==> src/rtl/morse_receiver.sv <==
// morse_receiver: decodes on-off-keyed Morse from one asynchronous pin into
// per-letter element codes. Timing is unit based (1 unit = TICK_RATE cycles).
//
// Ports:
//   CLK          system clock
//   RST_N        asynchronous active-low reset
//   PIN          raw asynchronous Morse line, high = mark
//   sym_valid    one-cycle pulse, a letter is complete
//   sym_code     element bits, right-aligned, first element at MSB of used field (1 = dash)
//   sym_len      number of elements, 1..6
//   sym_err      qualified by sym_valid, the letter had more than 6 elements
//   word_gap     one-cycle pulse, word gap seen after a letter
//   mark_active  high while the FSM is in MARK
module morse_receiver #(
  parameter int unsigned TICK_RATE    = 5_000_000,
  parameter int unsigned DASH_UNITS   = 2,
  parameter int unsigned LETTER_UNITS = 2,
  parameter int unsigned WORD_UNITS   = 5
) (
  input  logic       CLK,
  input  logic       RST_N,
  input  logic       PIN,
  output logic       sym_valid,
  output logic [5:0] sym_code,
  output logic [2:0] sym_len,
  output logic       sym_err,
  output logic       word_gap,
  output logic       mark_active
);

  localparam int unsigned DASH_CYC   = DASH_UNITS * TICK_RATE;
  localparam int unsigned LETTER_CYC = LETTER_UNITS * TICK_RATE;
  localparam int unsigned WORD_CYC   = WORD_UNITS * TICK_RATE;
  localparam int unsigned CNT_W      = $clog2(WORD_CYC + 1);

  // cnt lags the run length by one cycle (cleared on the edge after the level
  // change), so every threshold compares against limit-1.
  localparam logic [CNT_W-1:0] DASH_LIM   = CNT_W'(DASH_CYC - 1);
  localparam logic [CNT_W-1:0] LETTER_LIM = CNT_W'(LETTER_CYC - 1);
  localparam logic [CNT_W-1:0] WORD_LIM   = CNT_W'(WORD_CYC - 1);
  localparam logic [CNT_W-1:0] CNT_MAX    = '1;

  typedef enum logic [1:0] {IDLE, MARK, GAP, LETTER} state_t;

  state_t           state, state_nxt;
  logic             sync_q, lvl;
  logic [CNT_W-1:0] cnt;
  logic             cnt_clr;
  logic             dash_c;

  logic [5:0] acc_code, acc_code_nxt;
  logic [2:0] acc_len, acc_len_nxt;
  logic       acc_err, acc_err_nxt;

  logic       sym_valid_nxt, sym_err_nxt, word_gap_nxt, mark_active_nxt;
  logic [5:0] sym_code_nxt;
  logic [2:0] sym_len_nxt;

  // Two-flop synchronizer for the asynchronous pin.
  always_ff @(posedge CLK or negedge RST_N) begin
    if (!RST_N) begin
      sync_q <= 1'b0;
      lvl    <= 1'b0;
    end else begin
      sync_q <= PIN;
      lvl    <= sync_q;
    end
  end

  // State register.
  always_ff @(posedge CLK or negedge RST_N) begin
    if (!RST_N) state <= IDLE;
    else        state <= state_nxt;
  end

  // Next-state logic; in GAP the letter threshold wins over a rising level.
  always_comb begin
    state_nxt = state;
    case (state)
      IDLE:    if (lvl) state_nxt = MARK;
      MARK:    if (!lvl) state_nxt = GAP;
      GAP: begin
        if (cnt == LETTER_LIM) state_nxt = LETTER;
        else if (lvl)          state_nxt = MARK;
      end
      LETTER: begin
        if (lvl)                  state_nxt = MARK;
        else if (cnt == WORD_LIM) state_nxt = IDLE;
      end
      default: state_nxt = IDLE;
    endcase
  end

  // Output / datapath next values.
  always_comb begin
    acc_code_nxt    = acc_code;
    acc_len_nxt     = acc_len;
    acc_err_nxt     = acc_err;
    sym_valid_nxt   = 1'b0;
    sym_code_nxt    = sym_code;
    sym_len_nxt     = sym_len;
    sym_err_nxt     = sym_err;
    word_gap_nxt    = 1'b0;
    mark_active_nxt = (state_nxt == MARK);
    dash_c          = (cnt >= DASH_LIM);
    // The low run keeps counting across GAP->LETTER so the word gap is
    // measured from the falling edge.
    cnt_clr         = (state_nxt != state) && !(state == GAP && state_nxt == LETTER);

    // Classify the completed mark; elements past the sixth are dropped.
    if (state == MARK && !lvl) begin
      if (acc_len < 3'd6) begin
        acc_code_nxt = {acc_code[4:0], dash_c};
        acc_len_nxt  = acc_len + 3'd1;
      end else begin
        acc_err_nxt = 1'b1;
      end
    end

    if (state == GAP && state_nxt == LETTER) begin
      sym_valid_nxt = 1'b1;
      sym_code_nxt  = acc_code;
      sym_len_nxt   = acc_len;
      sym_err_nxt   = acc_err;
      acc_code_nxt  = 6'd0;
      acc_len_nxt   = 3'd0;
      acc_err_nxt   = 1'b0;
    end

    if (state == LETTER && state_nxt == IDLE) word_gap_nxt = 1'b1;
  end

  // Duration counter, saturating, plus accumulator and registered outputs.
  always_ff @(posedge CLK or negedge RST_N) begin
    if (!RST_N) begin
      cnt         <= '0;
      acc_code    <= 6'd0;
      acc_len     <= 3'd0;
      acc_err     <= 1'b0;
      sym_valid   <= 1'b0;
      sym_code    <= 6'd0;
      sym_len     <= 3'd0;
      sym_err     <= 1'b0;
      word_gap    <= 1'b0;
      mark_active <= 1'b0;
    end else begin
      if (cnt_clr)              cnt <= '0;
      else if (cnt != CNT_MAX)  cnt <= cnt + CNT_W'(1);
      acc_code    <= acc_code_nxt;
      acc_len     <= acc_len_nxt;
      acc_err     <= acc_err_nxt;
      sym_valid   <= sym_valid_nxt;
      sym_code    <= sym_code_nxt;
      sym_len     <= sym_len_nxt;
      sym_err     <= sym_err_nxt;
      word_gap    <= word_gap_nxt;
      mark_active <= mark_active_nxt;
    end
  end

endmodule

==> config.mk <==
export PLATFORM = sky130hd
export DESIGN_NAME = morse_receiver
export DESIGN_NICKNAME = d
export VERILOG_FILES = /design/src/rtl/morse_receiver.sv
export SDC_FILE = /design/constraint.sdc
export NUM_CORES = 1
export LEC_CHECK = 0
export BUFFER_PORTS_ARGS = -buffer_cell sky130_fd_sc_hd__buf_2
export CAP_MARGIN = 0
export CORE_MARGIN = 10
export CORE_UTILIZATION = 53
export DETAILED_ROUTE_END_ITERATION = 8
export PLACE_DENSITY = 0.74
export SLEW_MARGIN = 5
export SYNTH_ARGS = -nofsm -noshare
export SYNTH_HDL_FRONTEND = slang
export SYNTH_SLANG_ARGS = --single-unit
==> constraint.sdc <==
create_clock -name CLK -period 2.1 [get_ports CLK]
set_input_delay 0.21 -clock CLK [delete_from_list [all_inputs] [get_ports CLK]]
set_output_delay 0.21 -clock CLK [all_outputs]
set_load 0.05 [all_outputs]
==> qor.yml, run 1 <==
setup_path:
  path_buf_inv: 1
  critical_path_class: "reg2reg"
  worstPathMaxFanout: 6
  r2r_cells: 7
  rrSetupSlack_ns: 0.06
  start_kind: "register"
  crit_cells: 7
  worstSetupStartpoint: "cnt[0]"
  slowest_stage: "or4_4"
  arrival_ns: 2.25
  cpLargestDelayFamily: "simple AND/OR/NAND/NOR gates"
  rr_startpoint: "cnt[0]"
  r2r_end: "cnt[5]"
  cp_slowest_stage_delay_ns: 0.58
  crit_path_end: "cnt[5]"
  worstSetupEndpointType: "register"
  crit_chain: "ha_1 > nand4_2 > or4_4 > buf_4 > o21ai_0 > xor2_1 > nor2_1"
  required_ns: 2.31
synthesis:
  yosysTopAreaCellShare_pct: 48.2
  synth_top_area_cell: "dfrtp_1"
  syn_inst: 268
  synth_nets: 273
  synthArstFlopShare_pct: 100
  ys_warn_count: 0
  synth_edf_count: 0
  ys_types: 46
  synth.area.top_cells: "dfrtp_1 48%, mux2_2 4.2%, nor2_1 4.0%"
  ys_dominant_reg_cell: "dfrtp_1"
  synth_area_per_cell_um2: 10.1
  yosys_register_bits: 52
  seq_area_frac_synth_pct: 48.2
  synthesis.area_mm2: 0.00270
pwr:
  p_leak_nw: 1.36
  peakVddDrop_uv: 334
  power.density_mw_per_mm2: 639
sta:
  holdWs_ns: 0.357
  timing.fmax_ghz: 0.490
  setup_viol: 0
  period_minus_slack_ns: 2.04
  worstMarginPinSlew_ns: 0.580
  fin_skew_ns: 0.00706
  fin_crit_sh_pct: 97.3
  rsz0062_at_grt: "true"
  finalHoldViolCount: 0
  worst_slack_ns: 0.0574
  maxSlewHeadroom_pct: 61.3
  slew_violations: 0
route:
  drt_iter0_markers: 141
  via_per_inst: 5.88
  ant_nets: 0
  drc_errors: 0
  vias: 2251
  totalWireLength_mm: 5.92
  first_pass_iters: 5
  wl_per_cell_um: 15.4
status:
  status: "complete, no violations"
hold_path:
  hold_path_class: "reg2reg"
finish:
  syn2layout_area_growth_pct: 20.0
  final_cell_area_mm2: 0.00324
  nets: 320
  fin_util_pct: 67.2
  layout-drive-gt1-share_pct: 28.5
  antenna_cells: 0
grt:
  grt_antenna_before_repair: 0
  grt_max_degree: 28
  gr-total-overflow: 0
  grtUsageTotal_pct: 14.6
  grt_first_pass_wirelength_mm: 10.3
  grt_pass1_vias: 2215
clocking:
  clockRootBuffer: "clkbuf_8"
  clkSinkCount: 52
  clk_pin_slew_ns: 0.09
  htreeDepth: 2
  clock_latency_ns: 0.31
  cts_buffers: 5
  cts_tree: "yes"
  clk_path_buf_depth: 2
place:
  placed_area_mm2: 0.00305
  gp_congestion: 0.865
  io_buffers: 15
  dp_hpwl_mm: 4.35
  pre_cts_ws_ns: -0.0505
floorplan:
  core_mm2: 0.00482
  num_rows: 25
  die_w_um: 91.4
  die_y_um: 91.4
  die_area_mm2: 0.00835
  start_util_pct: 56.0
  io_pins: 16
run:
  maxCapViolCount: 0
[flip-flops by register name, indices dropped and copies added (netlist names)]
signal and count:
cnt 25, acc_code 6, sym_code 6, acc_len 3, sym_len 3, state 2, acc_err 1, lvl 1
mark_active 1, sym_err 1, sym_valid 1, sync_q 1, word_gap 1
[how the worst min path moves through the flow]
stage,slack (ns),depth (start not counted),endpoint,start
after floorplan,-0.09,0,acc_code[0],RST_N
after global placement,0.24,1,sym_code[2],RST_N
after detailed placement,0.24,1,sym_code[2],RST_N
after CTS,0.36,0,lvl,sync_q
after global routing,0.37,0,lvl,sync_q
final,0.36,0,lvl,sync_q
[metrics by stage]
stage / std cells / setup TNS, ns / power, mW
finish: 383 / 0 / 2.07
global route: 383 / -0.134 / 2.19
CTS: 380 / 0 / 2.09
detailed placement: 370 / -0.440 / 1.50
global placement: 370 / 0 / 1.49
floorplan: 268 / 0 / 1.38
[cells in the mapped netlist, types with 6 or more instances]
master and n:
a21oi_1 19, dfrtp_1 52, inv_1 7, mux2_2 10
nand2_1 14, nand3_1 17, nand4_1 9, nor2_1 29
nor3_1 11, nor4_1 6, o21ai_0 10, or4_1 7
xnor2_1 9, xor2_1 9
[worst reg2reg max path, stage by stage (launching register included)]
cell and delay, ns:
dfrtp_1 0.37, ha_1 0.18, nand4_2 0.18, or4_4 0.58, buf_4 0.19, o21ai_0 0.22
xor2_1 0.17, nor2_1 0.05
[where the power goes]
| group | total [mW] | switching, mW | leakage, nW | internal (mW) |
|---|---|---|---|---|
| sequential | 1.19 | 0.0879 | 0.694 | 1.10 |
| clock | 0.593 | 0.325 | 0.0445 | 0.268 |
| combinational | 0.286 | 0.158 | 0.626 | 0.128 |
[metal layers]
layer	GRT usage (%)	share of wire, %
met1	18.3	43
met2	23.6	49
met3	3.62	5.7
met4	6.01	1.5
met5	0	0
[placed cells by master (no fill, tap or decap), types with 3 or more instances in the layout]
| cell type | instances |
|---|---|
| buf_2 | 15 |
| o31ai_1 | 5 |
| nor3_1 | 10 |
| nand3_1 | 17 |
| buf_12 | 3 |
| nor4_1 | 4 |
| xor2_1 | 9 |
| nand4_1 | 9 |
| nor2_1 | 28 |
| o211ai_1 | 3 |
| xnor2_1 | 9 |
| nand2_1 | 14 |
| inv_1 | 7 |
| or4_1 | 5 |
| and3_1 | 3 |
| mux2_2 | 10 |
| nor4_2 | 3 |
| or4_4 | 3 |
| dfrtp_2 | 4 |
| a21oi_1 | 19 |
| o21ai_0 | 8 |
| or3_1 | 4 |
| dfrtp_1 | 48 |
| clkbuf_8 | 6 |
| buf_4 | 30 |
[kinds of logic after synthesis]
group	after synthesis	share of synthesized area [%]
AOI/OAI and AO/OA	46	10.7
xor gates and xnor gates	18	5.84
adders and majority gates	2	0.927
buffers and inverters	18	3.85
DFF	52	48.2
muxes	11	4.54
and+or+nand+nor	121	25.9
[cell type report]
type                    instances  area, µm²
well taps                      67       83.8
multi-input cells             198       1340
fillers                       387       1580
inverters                       7       26.3
flip-flops and latches         52       1310
clock inverters                 1       7.51
clock buffers                   7       86.3
repair buffers                 51        392
[timing repair]
item	CTS	global route
setup buffers	0	3
pin swaps	0	3
endpoints found under the setup margin	10	31
resized for setup	1	15
hold buffers	2	0
hold endpoints to repair	26	0
(Power assumes the default switching activity.)
==> run 2, diff against run 1 <==
--- a/config.mk
+++ b/config.mk
@@ -5,12 +5,12 @@
 export SDC_FILE = /design/constraint.sdc
 export NUM_CORES = 1
 export LEC_CHECK = 0
-export BUFFER_PORTS_ARGS = -buffer_cell sky130_fd_sc_hd__buf_2
 export CAP_MARGIN = 0
 export CORE_MARGIN = 10
 export CORE_UTILIZATION = 53
 export DETAILED_ROUTE_END_ITERATION = 8
-export PLACE_DENSITY = 0.74
+export DONT_BUFFER_PORTS = 1
+export PLACE_DENSITY = 0.71
 export SLEW_MARGIN = 5
 export SYNTH_ARGS = -nofsm -noshare
 export SYNTH_HDL_FRONTEND = slang
==> qor.yml, run 2 (synthesis gave the netlist of run 1 again) <==
clocking:
  cts_tree: "yes"
  clock_latency_ns: 0.30
  clockRootBuffer: "clkbuf_8"
  htreeDepth: 2
  clk_pin_slew_ns: 0.09
  clkSinkCount: 52
  cts_buffers: 5
  clk_path_buf_depth: 2
place:
  dp_hpwl_mm: 4.33
  dp.cells: 360
  placed_area_mm2: 0.00299
  io_buffers: 0
  gp_congestion: 0.923
sta:
  period_minus_slack_ns: 2.04
  timing.fmax_ghz: 0.489
  rsz0062_at_grt: "true"
  slew_violations: 0
  fin_crit_sh_pct: 97.3
  finalHoldViolCount: 0
  setup_viol: 0
  fin_skew_ns: 0.00764
  worstMarginPinSlew_ns: 0.483
  maxSlewHeadroom_pct: 67.8
route:
  drc_errors: 0
  totalWireLength_mm: 6.07
  first_pass_iters: 4
  ant_nets: 0
  wl_per_cell_um: 16.4
  vias: 2174
  via_per_inst: 5.86
  drt_iter0_markers: 158
setup_path:
  arrival_ns: 2.28
  cp_slowest_stage_delay_ns: 0.57
  critical_path_class: "reg2reg"
  worstSetupEndpointType: "register"
  crit_chain: "ha_1 > buf_4 > and4_1 > nand3_1 > or4_1 > a21oi_1"
  start_kind: "register"
  worstPathMaxFanout: 7
  slowest_stage: "or4_1"
  required_ns: 2.33
pwr:
  p_int_mw: 1.49
  p_comb_share_pct: 14.0
  p_total_mw: 2.07
  power.density_mw_per_mm2: 651
  clockPowerShare_pct: 28.2
  p_sw_mw: 0.575
  peakVddDrop_uv: 340
  p_sw_share_pct: 27.8
  p_leak_nw: 1.31
  seqPwrFrac_pct: 57.8
grt:
  use_met2_pct: 24.0
  met1_usage_pct: 19.4
  grt_use_met3_pct: 3.54
  grtUsageTotal_pct: 14.8
  grt_antenna_before_repair: 0
  grt_first_pass_wirelength_mm: 10.4
  grt_pass1_vias: 2132
  busiest_layer: "met2"
  grt_max_degree: 53
  gr-total-overflow: 0
floorplan:
  num_rows: 25
  start_util_pct: 56.0
  die_area_mm2: 0.00835
  io_pins: 16
  core_mm2: 0.00482
  die_y_um: 91.4
  die_w_um: 91.4
finish:
  instances_no_fill: 371
  layout_common_cells: "48 x dfrtp_1, 36 x buf_4, 29 x nor2_1"
  antenna_cells: 0
  regMostFlops: "cnt"
  layout-drive-gt1-share_pct: 25.0
  reg_top3: "cnt (25), acc_code (6), sym_code (6)"
  syn2layout_area_growth_pct: 17.9
  fillers: 412
  nets: 309
  fin_util_pct: 66.1
  largest_reg_flops: 25
  final_cell_area_mm2: 0.00318
  layout_commonest_cell: "dfrtp_1"
status:
  status: "complete, no violations"
hold_path:
  hold_path_class: "reg2reg"
run:
  maxCapViolCount: 0
==> run 2: routing by layer <==
| metal | part of all wire, % | up-vias |
|---|---|---|
| met5 | 0 | - |
| met4 | 1.4 | 0 |
| met3 | 4.2 | 12 |
| met2 | 49 | 39 |
| met1 | 45 | 1068 |
| li1 | - | 1055 |
==> run 2: worst paths after layout <==
kind                              from           to  slack, ns  cells after the start
worst max-delay path            cnt[0]      cnt[10]       0.06                      6
worst min-delay path            sync_q          lvl       0.37                      0
worst max register to register  cnt[0]      cnt[10]       0.06                      6
worst min register to register  sync_q          lvl       0.37                      0
max in group asynchronous        RST_N       cnt[9]       1.45                      2
min in group asynchronous        RST_N  sym_code[1]       0.43                      2
==> run 2: critical path, delay by kind of cell (launching register included) <==
kind	cells	cell delay [ns]
and+or+nand+nor	3	1.10
DFF	1	0.35
adders and majority gates	1	0.22
AOI/OAI and AO/OA	1	0.16
buffers and inverters	1	0.14
==> run 2: cell type report <==
type	count	area, µm²	share of cell area, %
clock buffer	6	82.6	2.60
clock inverter	1	8.76	0.275
inverter	7	26.3	0.826
multi-input combinational	198	1340	42.0
sequential	52	1310	41.1
tap	67	83.8	2.63
timing repair buffer	40	338	10.6
==> run 2: power groups by stage <==
stage	combinational (mW)	sequential [mW]	clock [mW]
after floorplan	0.192	1.19	0
after global placement	0.246	1.21	0
after detailed placement	0.260	1.22	0
after CTS	0.291	1.20	0.592
after global routing	0.328	1.21	0.638
final	0.289	1.20	0.584
==> run 2: what timing repair did <==
item                                   in CTS  in global routing
resized for setup                           1                 11
setup buffers                               0                  1
setup endpoints to repair                  10                 24
endpoints found under the hold margin      53                  0
hold buffers                                3                  0
pin swaps                                   0                  1
==> run 2: stage by stage <==
step           setup slack [ns]  TNS (ns)  hold WS [ns]
5_1_grt                 -0.0849    -0.223         0.396
4_1_cts                 0.00420         0         0.373
3_5_place_dp            -0.0182    -0.122       -0.0839
3_3_place_gp             0.0353         0       -0.0841
6_report                 0.0566         0         0.373
2_1_floorplan            0.0755         0       -0.0856
